--- config.mk ---
export PLATFORM = sky130hd
export DESIGN_NAME = toggle_period_meter
export DESIGN_NICKNAME = d
export VERILOG_FILES = /design/src/rtl/stopwatch_pkg.sv /design/src/rtl/toggle_period_meter_input_conditioner.sv /design/src/rtl/toggle_period_meter.sv
export SDC_FILE = /design/constraint.sdc
export NUM_CORES = 1
export LEC_CHECK = 0
export ABC_CLOCK_PERIOD_IN_PS = 3850
export CAP_MARGIN = 25
export CORE_MARGIN = 1.5
export CORE_UTILIZATION = 26
export DETAILED_ROUTE_END_ITERATION = 8
export PLACE_DENSITY = 0.44
export RECOVER_POWER = 100
export SYNTH_ARGS = -nofsm -noshare
export SYNTH_HDL_FRONTEND = slang
export SYNTH_HIERARCHICAL = 1
export SYNTH_SLANG_ARGS = --single-unit
--- constraint.sdc ---
create_clock -name clk -period 3.85 [get_ports clk]
set_input_delay 0.5775 -clock clk [delete_from_list [all_inputs] [get_ports clk]]
set_output_delay 0.5775 -clock clk [all_outputs]
set_load 0.05 [all_outputs]
--- src/rtl/stopwatch_pkg.sv ---
`default_nettype none
// ============================================================================
// Module   : stopwatch_pkg
// Brief    : Shared types and default constants for the stopwatch blocks.
// Revision : 1.0 - initial release
// ============================================================================
package stopwatch_pkg;

    localparam int c_DEFAULT_BOARD_CLOCK_FREQUENCY_IN_HZ = 100_000_000;
    localparam int c_DEFAULT_TIMEOUT_CYCLES              = 200_000_000;
    localparam int c_DEFAULT_FILTER_CYCLES               = 4;

    typedef enum logic [1:0] {
        IDLE      = 2'd0,
        MEASURING = 2'd1,
        STALLED   = 2'd2
    } meter_state_t;

endpackage
`default_nettype wire

--- src/rtl/toggle_period_meter_input_conditioner.sv ---
`default_nettype none
// ============================================================================
// Module   : input_conditioner
// Brief    : 2-FF synchronizer, optional stability filter and rise detector.
//            Filter built only when TOGGLE_PERIOD_METER_GLITCH_FILTER_EN is set.
// Revision : 1.0 - initial release
// ============================================================================
module input_conditioner
    import stopwatch_pkg::*;
#(
    parameter int FILTER_CYCLES = c_DEFAULT_FILTER_CYCLES
) (
    input  logic clk,
    input  logic rst,
    input  logic async_in,
    output logic rise
);

    logic r_sync_meta;
    logic r_sync_out;
    logic r_prev;
    logic w_level;

    if (FILTER_CYCLES < 1) begin : g_filter_cycles_check
        $error("input_conditioner: FILTER_CYCLES must be >= 1");
    end

    always_ff @(posedge clk or posedge rst) begin
        if (rst) begin
            r_sync_meta <= 1'b0;
            r_sync_out  <= 1'b0;
        end else begin
            r_sync_meta <= async_in;
            r_sync_out  <= r_sync_meta;
        end
    end

`ifdef TOGGLE_PERIOD_METER_GLITCH_FILTER_EN
    localparam int c_FILT_W = (FILTER_CYCLES > 1) ? $clog2(FILTER_CYCLES) : 1;
    localparam logic [c_FILT_W-1:0] c_FILT_LAST = c_FILT_W'(FILTER_CYCLES - 1);

    logic [c_FILT_W-1:0] r_filt_cnt;
    logic                r_filt_level;

    // Counts consecutive samples that disagree with the filtered level;
    // any agreeing sample restarts the run.
    always_ff @(posedge clk or posedge rst) begin
        if (rst) begin
            r_filt_cnt   <= '0;
            r_filt_level <= 1'b0;
        end else if (r_sync_out == r_filt_level) begin
            r_filt_cnt <= '0;
        end else if (r_filt_cnt == c_FILT_LAST) begin
            r_filt_cnt   <= '0;
            r_filt_level <= r_sync_out;
        end else begin
            r_filt_cnt <= r_filt_cnt + c_FILT_W'(1);
        end
    end

    assign w_level = r_filt_level;
`else
    assign w_level = r_sync_out;
`endif

    always_ff @(posedge clk or posedge rst) begin
        if (rst) begin
            r_prev <= 1'b0;
        end else begin
            r_prev <= w_level;
        end
    end

    assign rise = w_level & ~r_prev;

endmodule
`default_nettype wire

--- src/rtl/toggle_period_meter.sv ---
`default_nettype none
// ============================================================================
// Module   : toggle_period_meter
// Brief    : Measures rising-edge period of an async square wave, flags stalls.
//            Optional glitch filter: TOGGLE_PERIOD_METER_GLITCH_FILTER_EN.
// Revision : 1.0 - initial release
// ============================================================================
module toggle_period_meter
    import stopwatch_pkg::*;
#(
    parameter int BOARD_CLOCK_FREQUENCY_IN_HZ = c_DEFAULT_BOARD_CLOCK_FREQUENCY_IN_HZ,
    parameter int TIMEOUT_CYCLES              = c_DEFAULT_TIMEOUT_CYCLES,
    parameter int FILTER_CYCLES               = c_DEFAULT_FILTER_CYCLES,
    parameter int COUNT_WIDTH                 = $clog2(TIMEOUT_CYCLES + 1)
) (
    input  logic                   clk,
    input  logic                   rst,
    input  logic                   blink_in,
    output logic [COUNT_WIDTH-1:0] period,
    output logic                   period_valid,
    output logic                   timeout,
    output logic                   locked
);

    localparam logic [COUNT_WIDTH-1:0] c_CNT_LIMIT = COUNT_WIDTH'(TIMEOUT_CYCLES - 1);

    if (TIMEOUT_CYCLES < 4) begin : g_timeout_cycles_check
        $error("toggle_period_meter: TIMEOUT_CYCLES must be >= 4");
    end
    if (BOARD_CLOCK_FREQUENCY_IN_HZ <= 0) begin : g_clock_frequency_check
        $error("toggle_period_meter: BOARD_CLOCK_FREQUENCY_IN_HZ must be > 0");
    end

    logic                   w_rise;
    logic                   w_at_limit;
    meter_state_t           r_state;
    meter_state_t           w_state_next;
    logic [COUNT_WIDTH-1:0] r_cnt;
    logic [COUNT_WIDTH-1:0] w_cnt_next;
    logic [COUNT_WIDTH-1:0] r_period;
    logic [COUNT_WIDTH-1:0] w_period_next;
    logic                   r_period_valid;
    logic                   w_period_valid_next;
    logic                   r_timeout;
    logic                   w_timeout_next;
    logic                   r_locked;
    logic                   w_locked_next;

    input_conditioner #(
        .FILTER_CYCLES (FILTER_CYCLES)
    ) u_input_conditioner (
        .clk      (clk),
        .rst      (rst),
        .async_in (blink_in),
        .rise     (w_rise)
    );

    always_ff @(posedge clk or posedge rst) begin
        if (rst) begin
            r_state        <= IDLE;
            r_cnt          <= '0;
            r_period       <= '0;
            r_period_valid <= 1'b0;
            r_timeout      <= 1'b0;
            r_locked       <= 1'b0;
        end else begin
            r_state        <= w_state_next;
            r_cnt          <= w_cnt_next;
            r_period       <= w_period_next;
            r_period_valid <= w_period_valid_next;
            r_timeout      <= w_timeout_next;
            r_locked       <= w_locked_next;
        end
    end

    assign w_at_limit = (r_cnt == c_CNT_LIMIT);

    // A rise always takes priority over the stall check, so an interval of
    // exactly TIMEOUT_CYCLES is still reported as a period.
    always_comb begin
        w_state_next        = r_state;
        w_cnt_next          = r_cnt + COUNT_WIDTH'(1);
        w_period_next       = r_period;
        w_period_valid_next = 1'b0;
        w_timeout_next      = r_timeout;
        w_locked_next       = r_locked;
        case (r_state)
            IDLE: begin
                if (w_rise) begin
                    w_state_next = MEASURING;
                    w_cnt_next   = '0;
                end else if (w_at_limit) begin
                    w_state_next   = STALLED;
                    w_cnt_next     = r_cnt;
                    w_timeout_next = 1'b1;
                end
            end
            MEASURING: begin
                if (w_rise) begin
                    w_cnt_next          = '0;
                    w_period_next       = r_cnt + COUNT_WIDTH'(1);
                    w_period_valid_next = 1'b1;
                    w_locked_next       = 1'b1;
                end else if (w_at_limit) begin
                    w_state_next   = STALLED;
                    w_cnt_next     = r_cnt;
                    w_timeout_next = 1'b1;
                    w_locked_next  = 1'b0;
                end
            end
            STALLED: begin
                w_cnt_next = r_cnt;
                if (w_rise) begin
                    w_state_next   = MEASURING;
                    w_cnt_next     = '0;
                    w_timeout_next = 1'b0;
                end
            end
            default: begin
                w_state_next = IDLE;
                w_cnt_next   = '0;
            end
        endcase
    end

    assign period       = r_period;
    assign period_valid = r_period_valid;
    assign timeout      = r_timeout;
    assign locked       = r_locked;

endmodule
`default_nettype wire
==> load_flow_metrics.sql <==
INSERT INTO impl_metrics (metric_group, metric, value, unit) VALUES
('placement', 'port_buffers', '33', ''),
('cts', 'clk_pin_slew', '60', 'ps'),
('power_and_ir_drop', 'p_leak', '1.72', 'nW'),
('final_layout', 'fillCellCount', '1368', ''),
('drt', 'drtAntennaViolNets', '0', ''),
('synth', 'synth_top_flop_cell', 'sky130_fd_sc_hd__dfrtp_1', ''),
('synth', 'synth-edff-count', '0', ''),
('setup_path', 'worstSetupStartpointType', 'flip-flop', ''),
('drt', 'drt_iter0_drc', '133', ''),
('final_layout', 'layout-drive-gt1-share', '0.0674', ''),
('synth', 'synth.yosys.warnings', '6', ''),
('synth', 'syn_area_per_cell', '9.28', 'um2'),
('timing', 'grt_setup_unrepaired', 'false', ''),
('flow_run', 'max_cap_violations', '1', ''),
('setup_path', 'critical_path.endpoint_type', 'flip-flop', ''),
('final_layout', 'antenna_cells', '0', ''),
('timing', 'report.final.setup_viol', '0', ''),
('floorplan', 'io_pins', '34', ''),
('timing', 'finalWorstPathRequiredPeriod', '2750', 'ps'),
('drt', 'vias_per_cell', '4.77', ''),
('final_layout', 'multi_input_comb_area', '1520', 'um2'),
('placement', 'placed_cell_area', '3830', 'um2'),
('drt', 'wl', '8140', 'um'),
('final_layout', 'final_cell_mix', 'sky130_fd_sc_hd__dfrtp_1 (64), sky130_fd_sc_hd__nand2_1 (53), sky130_fd_sc_hd__o21ai_0 (47)', ''),
('timing', 'max_freq', '0.364', 'GHz'),
('cts', 'ctsHtreeMaxLevel', '3', ''),
('outcome', 'violations', 'max-capacitance violations, max-slew violations', ''),
('placement', 'place.gp.congestion', '0.812', ''),
('drt', 'route.vias.total', '2663', ''),
('placement', 'placed_cells', '543', ''),
('timing', 'min_period_over_period', '0.714', ''),
('final_layout', 'finish.cell_count_without_fillers', '558', ''),
('setup_path', 'slowest_stage', 'sky130_fd_sc_hd__nor4_1', ''),
('global_route', 'number_of_antenna_violations_at_the_first_check_in_global_routing', '0', ''),
('synth', 'synth-seq-area-share', '0.483', ''),
('global_route', 'grt_pass1_wl', '14100', 'um'),
('final_layout', 'ff_latch_area', '1600', 'um2'),
('cts', 'cts.sink_count', '64', ''),
('synth', 'netlist_area', '3310', 'um2'),
('final_layout', 'most_common_cell_after_layout_fill_and_taps_aside', 'sky130_fd_sc_hd__dfrtp_1', ''),
('global_route', 'grt_max_degree', '62', ''),
('outcome', 'status', 'finished with violations', ''),
('final_layout', 'final_area', '4040', 'um2'),
('setup_path', 'critical_path_class', 'flip-flop to flip-flop', ''),
('cts', 'numCtsBuffers', '9', ''),
('timing', 'timing.slew.headroom', '-0.0354', ''),
('timing', 'max_slew.worst_pin.slew', '1550', 'ps'),
('cts', 'cts-root-buf', 'sky130_fd_sc_hd__clkbuf_16', ''),
('timing', 'hold_viol_final', '0', ''),
('synth', 'asyncSetResetFlopFracSynth', '1.00', ''),
('worst_hold_path', 'hold_class', 'flip-flop to flip-flop', ''),
('final_layout', 'nNetsFinal', '386', ''),
('floorplan', 'row_count', '41', ''),
('synth', 'synth.distinct_cells', '49', ''),
('timing', 'report.final.slew_viol_count', '62', ''),
('power_and_ir_drop', 'irDropWorstVdd', '0.283', 'mV'),
('setup_path', 'cpPeakStageDelay', '1080', 'ps'),
('drt', 'route.layer.met1.wl', '4020', 'um'),
('cts', 'max-clock-path-buffers', '2', ''),
('drt', 'drtPass1Iterations', '4', ''),
('global_route', 'number_of_global_route_vias_before_repair', '2734', ''),
('synth', 'syn_inst', '357', ''),
('setup_path', 'timing.critical_path.required', '4070', 'ps'),
('timing', 'setup_tns', '0', 'ps'),
('drt', 'drc', '0', ''),
('power_and_ir_drop', 'power_density_of_the_placed_cells', '434', 'nW/um2'),
('drt', 'highest_layer', 'met4', ''),
('final_layout', 'layout.core_utilization', '0.323', ''),
('cts', 'cts_post_setup_buffers_inserted', '0', ''),
('synth', 'yosys_register_bits', '64', ''),
('floorplan', 'chipHeight', '116', 'um');
worst paths after layout:
path	startpoint	endpoint	slack, ps	cells after the start
max	r_cnt[10]	r_cnt[19]	1100	5
max reg2reg	r_cnt[10]	r_cnt[19]	1100	5
max in group asynchronous	rst	r_cnt[9]	1680	3
min in group asynchronous	rst	u_input_conditioner/r_sync_meta	580	2
min reg2reg	u_input_conditioner/r_sync_meta	u_input_conditioner/r_sync_out	350	0
min	u_input_conditioner/r_sync_meta	u_input_conditioner/r_sync_out	350	0
report_power, final:
group	switching [mW]	internal [mW]
logic	0.129	0.0568
registers	0.0330	0.704
clock network	0.286	0.548
total	0.448	1.31
routing by layer:
metal  track usage  vias to the layer above
met2         0.205                       51
met4        0.0593                        0
met3        0.0319                        8
li1              -                     1318
met1         0.186                     1286
met5             0                        -
cells in the mapped netlist (2+ instances only):
cell,count,share of area
sky130_fd_sc_hd__dfrtp_1,64,0.48
sky130_fd_sc_hd__inv_1,9,0.010
sky130_fd_sc_hd__a21oi_1,14,0.021
sky130_fd_sc_hd__o31ai_1,9,0.020
sky130_fd_sc_hd__and4_1,3,0.0079
sky130_fd_sc_hd__o21ai_1,26,0.039
sky130_fd_sc_hd__clkbuf_1,15,0.017
sky130_fd_sc_hd__and2_1,4,0.0075
sky130_fd_sc_hd__xnor2_1,8,0.021
sky130_fd_sc_hd__nor3b_1,2,0.0045
sky130_fd_sc_hd__or3_1,7,0.013
sky130_fd_sc_hd__nor3_1,5,0.0075
sky130_fd_sc_hd__or2_1,2,0.0038
sky130_fd_sc_hd__nor4_4,2,0.013
sky130_fd_sc_hd__nand3_1,16,0.024
sky130_fd_sc_hd__nor4_2,2,0.0075
sky130_fd_sc_hd__nor4_1,2,0.0038
sky130_fd_sc_hd__buf_2,9,0.014
sky130_fd_sc_hd__nand2_1,53,0.060
sky130_fd_sc_hd__nor2_1,15,0.017
sky130_fd_sc_hd__nor4b_1,2,0.0053
sky130_fd_sc_hd__o21ai_0,28,0.042
sky130_fd_sc_hd__xor2_1,18,0.048
sky130_fd_sc_hd__a31oi_1,9,0.017
sky130_fd_sc_hd__nand4_1,7,0.013
sky130_fd_sc_hd__a21o_1,3,0.0068
area by class of cell:
type                            count  area share
Clock buffer                       12      0.0659
Clock inverter                      3     0.00990
Inverter                            9     0.00835
Multi-Input combinational cell    259       0.376
Sequential cell                    64       0.396
Tap cell                          172      0.0532
Timing Repair Buffer               39      0.0903
cell families after synthesis:
kind of cell / share of synthesized area
AO/OA/AOI/OAI: 0.168
XOR/XNOR: 0.0687
adder cells (fa/ha/maj): 0.00377
buffers and inverters: 0.0430
flip-flops: 0.483
multiplexers: 0.00340
AND/OR/NAND/NOR: 0.230
state kept, by name, indices dropped and copies added, names as in the netlist:
signal / cells
locked: 1
period: 28
timeout: 1
r_cnt: 28
u_input_conditioner/r_sync_out: 1
period_valid: 1
u_input_conditioner/r_sync_meta: 1
u_input_conditioner/r_prev: 1
r_state: 2
stage by stage:
stage	setup WS, ps	hold WS, ps
2_1_floorplan	1760	331
3_3_place_gp	1690	347
3_5_place_dp	1630	338
4_1_cts	1600	355
5_1_grt	798	367
6_report	1100	352
worst max-delay path, delay by kind of cell, from the launching register on:
| family | cells | cell delay (ps) |
|---|---|---|
| AOI/OAI and AO/OA | 2 | 470 |
| DFF | 1 | 580 |
| and+or+nand+nor | 3 | 1590 |
No activity file was read; power rests on OpenSTA's default activity.
